==> src/rtl/mul_div_if.sv <==
// mul_div_if: request/response and HI/LO access bundle for the multiply/divide unit
interface mul_div_if;
  logic start;
  logic [1:0] op;
  logic [31:0] A;
  logic [31:0] B;
  logic hi_we;
  logic lo_we;
  logic [31:0] wdata;
  logic busy;
  logic done;
  logic div_zero;
  logic [31:0] Hi;
  logic [31:0] Lo;
  modport master (output start, op, A, B, hi_we, lo_we, wdata, input busy, done, div_zero, Hi, Lo);
  modport slave (input start, op, A, B, hi_we, lo_we, wdata, output busy, done, div_zero, Hi, Lo);
endinterface

==> src/rtl/mul_div_unit.sv <==
// mul_div_unit: 32-step shift-add multiplier / restoring divider owning HI/LO
module mul_div_unit (
  input logic clk,
  input logic reset,
  mul_div_if.slave bus
);
  typedef enum logic [1:0] {IDLE, CALC, FIX} state_t;
  state_t state, state_nx;
  logic is_div, neg_lo, neg_hi, dz, done_r, dz_r, accept, sgn, rem_ge;
  logic [4:0] cnt;
  logic [63:0] acc, mul_nx, div_nx, prod;
  logic [31:0] b_r, a_abs, b_abs, hi_r, lo_r, quo, rem, rem_sub;
  logic [32:0] add_sum, rem_sh;
  assign accept = state == IDLE && bus.start;
  assign sgn = ~bus.op[0];
  assign a_abs = sgn && bus.A[31] ? -bus.A : bus.A;
  assign b_abs = sgn && bus.B[31] ? -bus.B : bus.B;
  assign add_sum = {1'b0, acc[63:32]} + {1'b0, b_r};
  assign mul_nx = acc[0] ? {add_sum, acc[31:1]} : {1'b0, acc[63:1]};
  assign rem_sh = acc[63:31];
  assign rem_ge = rem_sh >= {1'b0, b_r};
  assign rem_sub = rem_sh[31:0] - b_r;
  assign div_nx = rem_ge ? {rem_sub, acc[30:0], 1'b1} : {acc[62:0], 1'b0};
  assign prod = neg_lo ? -acc : acc;
  assign quo = neg_lo ? -acc[31:0] : acc[31:0];
  assign rem = neg_hi ? -acc[63:32] : acc[63:32];
  assign bus.busy = state != IDLE;
  assign bus.done = done_r;
  assign bus.div_zero = dz_r;
  assign bus.Hi = hi_r;
  assign bus.Lo = lo_r;
  // state register; reset aborts any operation in flight
  always_ff @(posedge clk or posedge reset)
    if (reset) state <= IDLE;
    else state <= state_nx;
  // divide by zero skips the iteration and goes straight to FIX
  always_comb begin
    state_nx = IDLE;
    state_nx = state == IDLE ? (bus.start ? (bus.op[1] && bus.B == 32'd0 ? FIX : CALC) : IDLE) :
               state == CALC ? (cnt == 5'd31 ? FIX : CALC) : IDLE;
  end
  // operand latch, iteration datapath, and HI/LO update
  always_ff @(posedge clk or posedge reset)
    if (reset) begin
      is_div <= 1'b0;
      neg_lo <= 1'b0;
      neg_hi <= 1'b0;
      dz <= 1'b0;
      cnt <= '0;
      acc <= '0;
      b_r <= '0;
      hi_r <= '0;
      lo_r <= '0;
      done_r <= 1'b0;
      dz_r <= 1'b0;
    end else begin
      done_r <= state == FIX;
      if (accept) begin
        is_div <= bus.op[1];
        neg_lo <= sgn & (bus.A[31] ^ bus.B[31]);
        neg_hi <= sgn & bus.op[1] & bus.A[31];
        dz <= bus.op[1] && bus.B == 32'd0;
        cnt <= '0;
        acc <= {32'd0, bus.op[1] ? a_abs : b_abs};
        b_r <= bus.op[1] ? b_abs : a_abs;
        dz_r <= 1'b0;
      end else if (state == CALC) begin
        cnt <= cnt + 5'd1;
        acc <= is_div ? div_nx : mul_nx;
      end
      if (state == FIX) begin
        hi_r <= dz ? 32'd0 : is_div ? rem : prod[63:32];
        lo_r <= dz ? 32'd0 : is_div ? quo : prod[31:0];
        dz_r <= dz;
      end else if (state == IDLE && !bus.start) begin
        if (bus.hi_we) hi_r <= bus.wdata;
        if (bus.lo_we) lo_r <= bus.wdata;
      end
    end
endmodule

==> src/flat_wrapper.sv <==
// flat-port wrapper written by rule: the top's interface ports become plain ports
module mul_div_unit_flat 
  (clk, reset, bus_start, bus_op, bus_A, bus_B, bus_hi_we, bus_lo_we, bus_wdata, bus_busy, bus_done, bus_div_zero, bus_Hi, bus_Lo);
  mul_div_if bus_i ();
  input logic clk;
  input logic reset;
  input wire logic [$bits(bus_i.start)-1:0] bus_start;
  input wire logic [$bits(bus_i.op)-1:0] bus_op;
  input wire logic [$bits(bus_i.A)-1:0] bus_A;
  input wire logic [$bits(bus_i.B)-1:0] bus_B;
  input wire logic [$bits(bus_i.hi_we)-1:0] bus_hi_we;
  input wire logic [$bits(bus_i.lo_we)-1:0] bus_lo_we;
  input wire logic [$bits(bus_i.wdata)-1:0] bus_wdata;
  output wire logic [$bits(bus_i.busy)-1:0] bus_busy;
  output wire logic [$bits(bus_i.done)-1:0] bus_done;
  output wire logic [$bits(bus_i.div_zero)-1:0] bus_div_zero;
  output wire logic [$bits(bus_i.Hi)-1:0] bus_Hi;
  output wire logic [$bits(bus_i.Lo)-1:0] bus_Lo;
  assign bus_i.start = bus_start;
  assign bus_i.op = bus_op;
  assign bus_i.A = bus_A;
  assign bus_i.B = bus_B;
  assign bus_i.hi_we = bus_hi_we;
  assign bus_i.lo_we = bus_lo_we;
  assign bus_i.wdata = bus_wdata;
  assign bus_busy = bus_i.busy;
  assign bus_done = bus_i.done;
  assign bus_div_zero = bus_i.div_zero;
  assign bus_Hi = bus_i.Hi;
  assign bus_Lo = bus_i.Lo;
  mul_div_unit u_core (.clk(clk), .reset(reset), .bus(bus_i));
endmodule
==> config.mk <==
export PLATFORM = sky130hd
export DESIGN_NAME = mul_div_unit_flat
export DESIGN_NICKNAME = d
export VERILOG_FILES = /design/src/rtl/mul_div_if.sv /design/src/rtl/mul_div_unit.sv /design/src/flat_wrapper.sv
export SDC_FILE = /design/constraint.sdc
export NUM_CORES = 1
export LEC_CHECK = 0
export BUFFER_PORTS_ARGS = -buffer_cell sky130_fd_sc_hd__clkbuf_2
export CAP_MARGIN = 20
export CORE_MARGIN = 2
export CORE_UTILIZATION = 39
export CTS_BUF_LIST = sky130_fd_sc_hd__clkbuf_8
export DETAILED_ROUTE_END_ITERATION = 6
export PLACE_DENSITY_LB_ADDON = 0.08
export SETUP_SLACK_MARGIN = 0.4
export SLEW_MARGIN = 20
export SYNTH_ARGS = -nofsm -noshare
export SYNTH_HDL_FRONTEND = slang
export SYNTH_SLANG_ARGS = --single-unit
==> constraint.sdc <==
create_clock -name clk -period 7.1 [get_ports clk]
set_input_delay 1.42 -clock clk [delete_from_list [all_inputs] [get_ports clk]]
set_output_delay 1.42 -clock clk [all_outputs]
set_load 0.02 [all_outputs]
# [Word level (Yosys, flattened, before mapping)]
# Index checks and enable logic that the tools add are counted.
[op_classes] n_reduce_logical=16 mux=31 n_addsub=8 n_bitwise=5 order_cmp=1 eq_ne=3
[ops] cell="2-to-1 mux 32 bit" count=16
[ops] cell="2-to-1 mux 64 bit" count=6
[ops] cell="negation 32 bit" count=4
[ops] cell="negation 64 bit" count=1
[ops] cell="adder 32 x 32 -> 33 bit" count=1
[ops] cell=">= comparator 33 x 32 -> 1 bit" count=1
[ops] cell="zero test 32 bit" count=1
[ops] cell="subtractor 32 bit" count=1
[ops] cell="nonzero test 2 bit" count=6
[ops] cell="2-to-1 mux 2 bit" count=5
[ops] cell="2-to-1 mux 5 bit" count=2
[ops] cell="adder 5 x 1 -> 5 bit, second input constant" count=1
[ops] cell="== test 5 bit, second input constant" count=1
[ops] cell="logical AND 1 bit" count=5
[ops] cell="AND reduction 2 bit" count=2
[ops] cell="bitwise AND 1 bit" count=3
[ops] cell="== test 2 x 1 -> 1 bit, second input constant" count=1
[ops] cell="== test 2 bit, second input constant" count=1
[ops] cell="zero test 2 bit" count=1
[ops] cell="2-to-1 mux 1 bit" count=2
[ops] cell="zero test 1 bit" count=1
[ops] cell="NOT 1 bit" count=1
[ops] cell="XOR 1 bit" count=1
[word_totals] out_inout_bits=67 in_bits=103 ff_bits=173

# [Logic depth before layout (Yosys ltp)]
# Gate-level depths: netlist (run 1).
[logic_depth] depth_word=5 mapped_depth=12

# [Least setup slack after synthesis (run 1)]
# No wires, ideal clock.
[synth_timing] path_kind="input port to flip-flop" startpoint="input port bus_B[17]" endpoint="register u_core.acc[26]" setup_time_ps=123 stages=7 arrival_time_ps=3476 slack_ps=3501 n_path_buf=0 path_cell_list="or4_1 -> nor4_2 -> or4b_1 -> o31ai_1 -> xor2_1 -> o21ai_0 -> o221a_2"
[synth_via] elab_chain_len=4
[synth_lines] element="start: declaration" line_no="flat_wrapper.sv:10" rtl="input wire logic [$bits(bus_i.B)-1:0] bus_B;"
[synth_lines] element="negation 32 bit" line_no="mul_div_unit.sv:17" rtl="assign b_abs = sgn && bus.B[31] ? -bus.B : bus.B;"
[synth_lines] element="2-to-1 mux 32 bit" line_no="mul_div_unit.sv:17"
[synth_lines] element="2-to-1 mux 32 bit" line_no="mul_div_unit.sv:64" rtl="acc <= {32'd0, bus.op[1] ? a_abs : b_abs};"
[synth_lines] element="2-to-1 mux 64 bit" line_no="mul_div_unit.sv:58" rtl="if (accept) begin"
[synth_lines] element="end signal: assignment" line_no="mul_div_unit.sv:64"
[synth_lines] element="end signal: assignment" line_no="mul_div_unit.sv:69" rtl="acc <= is_div ? div_nx : mul_nx;"
[synth_lines] element="end: declaration" line_no="mul_div_unit.sv:11" rtl="logic [63:0] acc, mul_nx, div_nx, prod;"
# No other way between the ends.
# A chain may end at the register's enable or synchronous reset.

# [Worst setup path after layout (run 1)]
[layout_timing] startpoint="register u_core.acc[37]" endpoint="register u_core.acc[57]"
[layout_via] elab_chain_len=5 word_cells_on_any_way=8 classes_between="add/sub (2); order compare (1); mux (5)"
[layout_lines] element="adder 32 x 32 -> 33 bit, or another cell as far along" line_no="mul_div_unit.sv:18" rtl="assign add_sum = {1'b0, acc[63:32]} + {1'b0, b_r};"
[layout_lines] element="2-to-1 mux 64 bit (on tied branches)" line_no="mul_div_unit.sv:19, mul_div_unit.sv:23"
[layout_lines] element="2-to-1 mux 64 bit (*)" line_no="mul_div_unit.sv:69"
[layout_lines] element="2-to-1 mux 64 bit (*)" line_no="mul_div_unit.sv:67" rtl="end else if (state == CALC) begin"
[layout_lines] element="2-to-1 mux 64 bit (*)" line_no="mul_div_unit.sv:58"
# Every way passes the cells marked *; elsewhere a longest branch is shown, timed or not. The select of a mux whose other input is x is not followed.

==> metrics.csv, run 1 <==
stage;metric;value;unit
sta;setup_violations;0;
power_and_ir_drop;seq_power_share;0.230;
setup_path;required;7510;ps
synthesis;synth_compound_area_frac;0.284;
power_and_ir_drop;leakage;7.50;nW
synthesis;syn_area_per_cell;7.71;um2
global_route;gr-total-overflow;0;
global_route;grt_max_degree;105;
synthesis;yosysTopAreaCell;dfrtp_1;
finish;fin_nets;2284;
synthesis;synth_cell_types;86;
clock_tree;cts_inserted_buffers;17;
synthesis;synthesis.area;15700;um2
floorplanning;fp.dieH;205;um
clock_tree;cts_setup_buffers;0;
finish;drive_gt1_frac;0.134;
finish;final_cell_mix;223 x nand2_1, 205 x a21oi_1, 193 x nor2_1;
synthesis;synth_top_area_share;0.276;
sta;report.final.slew_viol_count;0;
synthesis;syn-num-nets;2209;
synthesis;synth_cells;2034;
sta;rsz0062_at_grt;no;
setup_path;startpoint_type;register;
outcome;outcome;completed;
worst_hold_path;holdPathStages;1;
floorplanning;dieArea;41800;um2
finish;final_common_cell;nand2_1;
synthesis;synthArstFlopShare;1.00;
synthesis;synthMuxAreaShare;0.0374;
global_route;gr-usage-all-layers;0.298;
power_and_ir_drop;ir_drop;205;uV
placed_design;globalplace.congestion;0.957;
clock_tree;cts.htree.levels;4;
clock_tree;hold_buffers;0;
placed_design;port_buffers;169;
worst_hold_path;hold_class;register to register;
synthesis;yosys-top-cells-area;dfrtp_1 28%, a21oi_1 6.5%, ha_1 5.6%;
clock_tree;insertion_delay;520;ps
drt;dr.pass1.iters;6;
floorplanning;boundaryPins;170;
clock_tree;cts_num_sinks;173;
clock_tree;cts_root_buf;clkbuf_8;
setup_path;path_cells;ha_1 -> nand3_1 -> o22ai_1 -> o31a_1 -> o211ai_1 -> a21oi_2 -> buf_4 -> mux2_2 -> a221o_1;
floorplanning;rows;73;
synthesis;synth-seq-area-share;0.276;
global_route;antenna_found_initial;3;
drt;routed_wl;62.3;mm
synthesis;synth_xor_area_frac;0.0899;
synthesis;synth.ff_latch_count;173;
power_and_ir_drop;power.internal;4.40;mW
global_route;grt_pass1_vias;14800;
power_and_ir_drop;p_sw;5.42;mW
sta;tightest_slew;996;ps
setup_path;worstPathArrival;4190;ps
setup_path;criticalPathCategory;register to register;
setup_path;critical_path.max_fanout;26;
floorplanning;die_w;205;um
synthesis;ys_warn_count;0;
synthesis;synthAdderAreaFrac;0.0584;
drt;wl_per_cell;23.5;um
floorplanning;coreArea;39700;um2
finish;regArea;4330;um2
floorplanning;initial_utilization;0.395;
global_route;grt_pass1_wl;93.9;mm
setup_path;end_kind;register;
clock_tree;cts.repair.resized;0;
drt;final_antenna_net_count;0;
finish;fillCellCount;4154;
drt;drc;0;
sta;fin_crit_sh;0.532;
flow_run;maxCapViolations;0;
clock_tree;cts_tree;yes;
clock_tree;clkTransAtPathRegs;110;ps
synthesis;synth_top_flop_cell;dfrtp_1;
power_and_ir_drop;combPwrFrac;0.691;
synthesis;yosys.area_share.simple;0.203;
synthesis;synth_top_family_by_area;compound AO/OA/AOI/OAI gates;
power_and_ir_drop;p_clk_frac;0.079;
setup_path;critical_path.slowest_cell;dfrtp_1;
clock_tree;clockBufferDepth;2;
sta;whs;484;ps
drt;viasPerCell;6.01;
drt;detailroute.via_count;15900;
sta;finalHoldViolCount;0;
sta;period_minus_slack;3780;ps
placed_design;hpwlAfterDp;48.1;mm
setup_path;crit_path_max_incr_delay;610;ps
sta;fmax;0.265;GHz
setup_path;r2r_cells;9;
sta;slew_headroom;0.336;
drt;drt_iter0_drc;1468;
finish;multiInputGateArea;10600;um2
power_and_ir_drop;swShare;0.552;
power_and_ir_drop;power_density;566;nW/um2
finish;syn2layout_area_growth;10.6;%
synthesis;synth-edff-count;0;
sta;skew;22.2;ps
sta;setup_tns;0;ps
[synth_stat cells, types with 9 or more instances]
| library cell | n |
|---|---|
| nand2_1 | 223 |
| a21oi_1 | 205 |
| nor2_1 | 196 |
| dfrtp_1 | 173 |
| o21ai_0 | 139 |
| clkbuf_1 | 127 |
| xnor2_1 | 96 |
| ha_1 | 70 |
| inv_1 | 67 |
| xor2_1 | 65 |
| a22oi_1 | 49 |
| mux2i_1 | 44 |
| nor3_1 | 38 |
| a21o_1 | 37 |
| a31oi_1 | 31 |
| nand3_1 | 31 |
| o21ai_1 | 26 |
| a211oi_1 | 25 |
| o31ai_1 | 25 |
| nand2b_1 | 23 |
| o211ai_1 | 23 |
| nand4_1 | 16 |
| nor2b_1 | 16 |
| nor4_1 | 16 |
| and3_1 | 15 |
| o221ai_1 | 14 |
| o22ai_1 | 14 |
| mux2_2 | 13 |
| o21a_1 | 13 |
| and2_1 | 12 |
| o41ai_1 | 12 |
| or2_2 | 12 |
| or4_1 | 12 |
| a22o_1 | 10 |
| or3_1 | 9 |
[per-stage QoR]
stage                     setup slack, ps  area [um2]  cells  power, mW  utilization
final                                3320       17300   2648       9.82        0.436
after CTS                            3330       17300   2646       9.74        0.436
after detailed placement             2980       16900   2614       8.92        0.425
after global placement               3040       16900   2614       8.89        0.425
after global routing                 3100       17300   2648       10.6        0.436
after floorplan                       992       15700   2034       6.80            -
[path summary, 6_finish.rpt]
check	start	endpoint	slack (ps)
max in group asynchronous	reset	u_core.cnt[1]	5040
min	u_core.cnt[3]	u_core.cnt[3]	480
max reg2reg	u_core.acc[37]	u_core.acc[57]	3320
min reg2reg	u_core.cnt[3]	u_core.cnt[3]	480
max	u_core.acc[37]	u_core.acc[57]	3320
min in group asynchronous	reset	u_core.bus.Hi[13]	980
[area by class of cell]
cell class,instances,share of cell area
clock buffer,18,0.0143
clock inverter,14,0.0103
antenna,1,0.000144
timing repair buffer,196,0.0624
tap,525,0.0379
sequential,173,0.250
inverter,68,0.0150
multi-input combinational,1653,0.610
[kinds of logic after synthesis]
kind of cell / after synthesis
adders and majority gates: 72
AOI/OAI and AO/OA: 700
and+or+nand+nor: 663
DFF: 173
buffers and inverters: 208
xor gates and xnor gates: 161
muxes: 57
[sequential cells by signal, indices dropped and copies added (netlist names), 2 cells and up]
name,count
u_core.acc,64
u_core.b_r,32
u_core.bus.Hi,32
u_core.bus.Lo,32
u_core.cnt,5
u_core.state,2
[critical path: cells and delay by family (launching register included)]
family	cells	cell delay (ps)
multiplexers	1	390
AND/OR/NAND/NOR	1	280
AO/OA/AOI/OAI	5	1490
flip-flops	1	610
buffers and inverters	1	380
adder cells (fa/ha/maj)	1	520
[routing by layer]
| metal | up-vias | track usage | routed length [um] |
|---|---|---|---|
| met3 | 69 | 0.0507 | 4450 |
| li1 | 7564 | - | - |
| met4 | 4 | 0.0960 | 1820 |
| met1 | 7667 | 0.427 | 28500 |
| met2 | 609 | 0.454 | 27400 |
| met5 | - | 0 | 27 |
[power groups by stage]
stage | combinational (mW) | clock, mW | sequential, mW
after floorplan | 4.74 | 0 | 2.06
after global placement | 6.65 | 0 | 2.24
after detailed placement | 6.67 | 0 | 2.25
after CTS | 6.71 | 0.798 | 2.23
after global routing | 7.47 | 0.829 | 2.32
final | 6.78 | 0.780 | 2.26
No activity file was read; power rests on OpenSTA's default activity.
==> run 2, diff against run 1 <==
clock period = 3.13 ns   (was 7.1 ns; I/O delays follow)
==> metrics.csv, run 2 (same netlist as run 1, synthesis figures left out) <==
stage;metric;value;unit;change
finish;fillCellCount;3794;;-8.7%
drt;routed_wl;69.3;mm;+11%
sta;fin_crit_sh;0.967;;+0.435
finish;largest_register_ffs;64;;unchanged
floorplanning;boundaryPins;170;;unchanged
power_and_ir_drop;ir_drop;639;uV;+210%
clock_tree;cts_root_buf;clkbuf_8;;
drt;final_antenna_net_count;0;;unchanged
floorplanning;rows;73;;unchanged
sta;fmax;0.330;GHz;+25%
finish;instances_no_fill;2895;;+9.3%
finish;regMostFlops;u_core.acc;;
drt;detailroute.via_count;17300;;+8.6%
power_and_ir_drop;power_density;1420;nW/um2;+150%
drt;viasPerCell;5.97;;-0.67%
clock_tree;cts_num_sinks;173;;unchanged
clock_tree;cts_inserted_buffers;17;;unchanged
clock_tree;clkTransAtPathRegs;130;ps;+20 ps
finish;final_cell_mix;240 x buf_4, 206 x nand2_1, 187 x nor2_1;;
global_route;antenna_found_initial;1;;-2
sta;tightest_slew;1040;ps;+46.8 ps
sta;whs;160;ps;-324 ps
flow_run;maxCapViolations;0;;unchanged
power_and_ir_drop;leakage;9.14;nW;+22%
finish;syn2layout_area_growth;35.8;%;
finish;drive_gt1_frac;0.327;;+0.193
setup_path;crit_buf_inv;2;;+1
clock_tree;clockBufferDepth;2;;unchanged
placed_design;port_buffers;169;;unchanged
floorplanning;initial_utilization;0.395;;unchanged
clock_tree;cts_tree;yes;;
finish;multiInputGateArea;12400;um2;+18%
sta;setup_violations;0;;unchanged
global_route;grt_max_degree;88;;-16%
global_route;grt_pass1_wl;103;mm;+10%
setup_path;r2r_setup_slack;100;ps;-3220 ps
sta;report.final.slew_viol_count;0;;unchanged
drt;wl_per_cell;23.9;um;+1.8%
global_route;gr-usage-all-layers;0.330;;+0.0316
finish;fin_nets;2532;;+11%
setup_path;critical_path.max_fanout;6;;-77%
global_route;gr-total-overflow;0;;unchanged
setup_path;required;3530;ps;-3980 ps
floorplanning;die_w;205;um;unchanged
floorplanning;coreArea;39700;um2;unchanged
drt;drc;0;;unchanged
sta;rsz0062_at_grt;yes;;
placed_design;globalplace.congestion;0.990;;+3.5%
sta;skew;34.0;ps;+11.8 ps
placed_design;hpwlAfterDp;53.3;mm;+11%
worst_hold_path;hold_class;input pin to asynchronous set/reset pin;;
finish;final_common_cell;buf_4;;
outcome;outcome;completed;;
finish;regArea;4340;um2;+0.29%
floorplanning;fp.dieH;205;um;unchanged
setup_path;path_cells;clkinv_4 -> ha_4 -> or3b_4 -> or4_4 -> or3_4 -> o21ai_4 -> buf_8 -> a31oi_4 -> xor2_2 -> a22oi_2 -> o21ai_1;;
finish;fin_util;0.536;;+0.0997
finish;antenna_cells;0;;-1
sta;finalHoldViolCount;0;;unchanged
sta;slew_headroom;0.305;;-0.0312
floorplanning;dieArea;41800;um2;unchanged
global_route;grt_pass1_vias;16000;;+8.5%
clock_tree;cts.htree.levels;4;;unchanged
drt;dr.pass1.iters;5;;-1
clock_tree;insertion_delay;550;ps;+30 ps
drt;drt_iter0_drc;1606;;+9.4%
setup_path;worstPathArrival;3430;ps;-760 ps
placed_design;placed_area;18400;um2;+8.9%
setup_path;startpoint_type;register;;
setup_path;critical_path.slowest_cell;dfrtp_2;;
sta;period_minus_slack;3030;ps;-753 ps
setup_path;criticalPathCategory;register to register;;
setup_path;critPathTopFamily;simple AND/OR/NAND/NOR gates;;
placed_design;dp_cells;2794;;+6.9%
setup_path;crit_path_max_incr_delay;510;ps;-100 ps
setup_path;end_kind;register;;
finish;finalInstanceArea;21300;um2;+23%
==> run 2: cell count changes in the layout (fill, tap and decap cells not counted), moves of 15 or more <==
cell,before,now
a21oi_1,205,182
a21oi_2,1,18
buf_4,25,240
buf_6,0,16
ha_1,70,35
ha_4,0,32
nand2_1,223,206
o21ai_0,139,111
o21ai_1,26,41
==> run 2: area by class of cell <==
cell class | instances | area share
multi-input combinational | 1653 | 0.584
sequential | 173 | 0.204
timing repair buffer | 444 | 0.151
tap | 525 | 0.0308
inverter | 68 | 0.0124
clock buffer | 17 | 0.0110
clock inverter | 15 | 0.00740
==> run 2: worst paths after layout <==
check / depth (start not counted) / startpoint / endpoint
min reg2reg: 1 / u_core.cnt[3] / u_core.cnt[3]
min: 2 / reset / u_core.acc[56]
max: 11 / u_core.acc[0] / u_core.bus.Hi[20]
max reg2reg: 11 / u_core.acc[0] / u_core.bus.Hi[20]
min in group clk: 3 / bus_wdata[19] / u_core.bus.Lo[19]
max in group asynchronous: 3 / reset / u_core.acc[37]
==> run 2: what timing repair did <==
action,in CTS,in global routing
setup endpoints to repair,67,78
gates resized for setup,184,193
hold buffers,0,0
buffers inserted,44,21
pin swaps,82,123
cloned,4,0
==> run 2: stage by stage <==
stage	worst slack, ps	setup TNS, ps	power, mW
after floorplan	293	0	15.6
after global placement	-117	-273	22.7
after detailed placement	-106	-309	22.7
after CTS	135	0	27.7
after global routing	-11.7	-11.7	32.0
final	104	0	30.2
==> run 2: worst register-to-register path, cell delays in order, from the launching register on <==
cell and delay, ps:
dfrtp_2 510, clkinv_4 90, ha_4 120, or3b_4 370, or4_4 460, or3_4 450
o21ai_4 180, buf_8 190, a31oi_4 110, xor2_2 170, a22oi_2 150, o21ai_1 70
==> run 2: metal layers <==
layer / global-route usage / part of all wire / vias up / wire length, um
met5: 0 / 0 / - / 0
met4: 0.103 / 0.029 / 0 / 2030
met1: 0.482 / 0.46 / 8478 / 31700
li1: - / - / 8052 / -
met2: 0.502 / 0.45 / 674 / 30900
met3: 0.0434 / 0.068 / 76 / 4710
==> run 2: power by group <==
group          internal, mW  leakage, nW  switching [mW]
Sequential             3.34         2.08            1.09
Combinational          10.8         6.85            13.3
Clock                 0.661        0.206            1.06
Total                  14.8         9.14            15.4
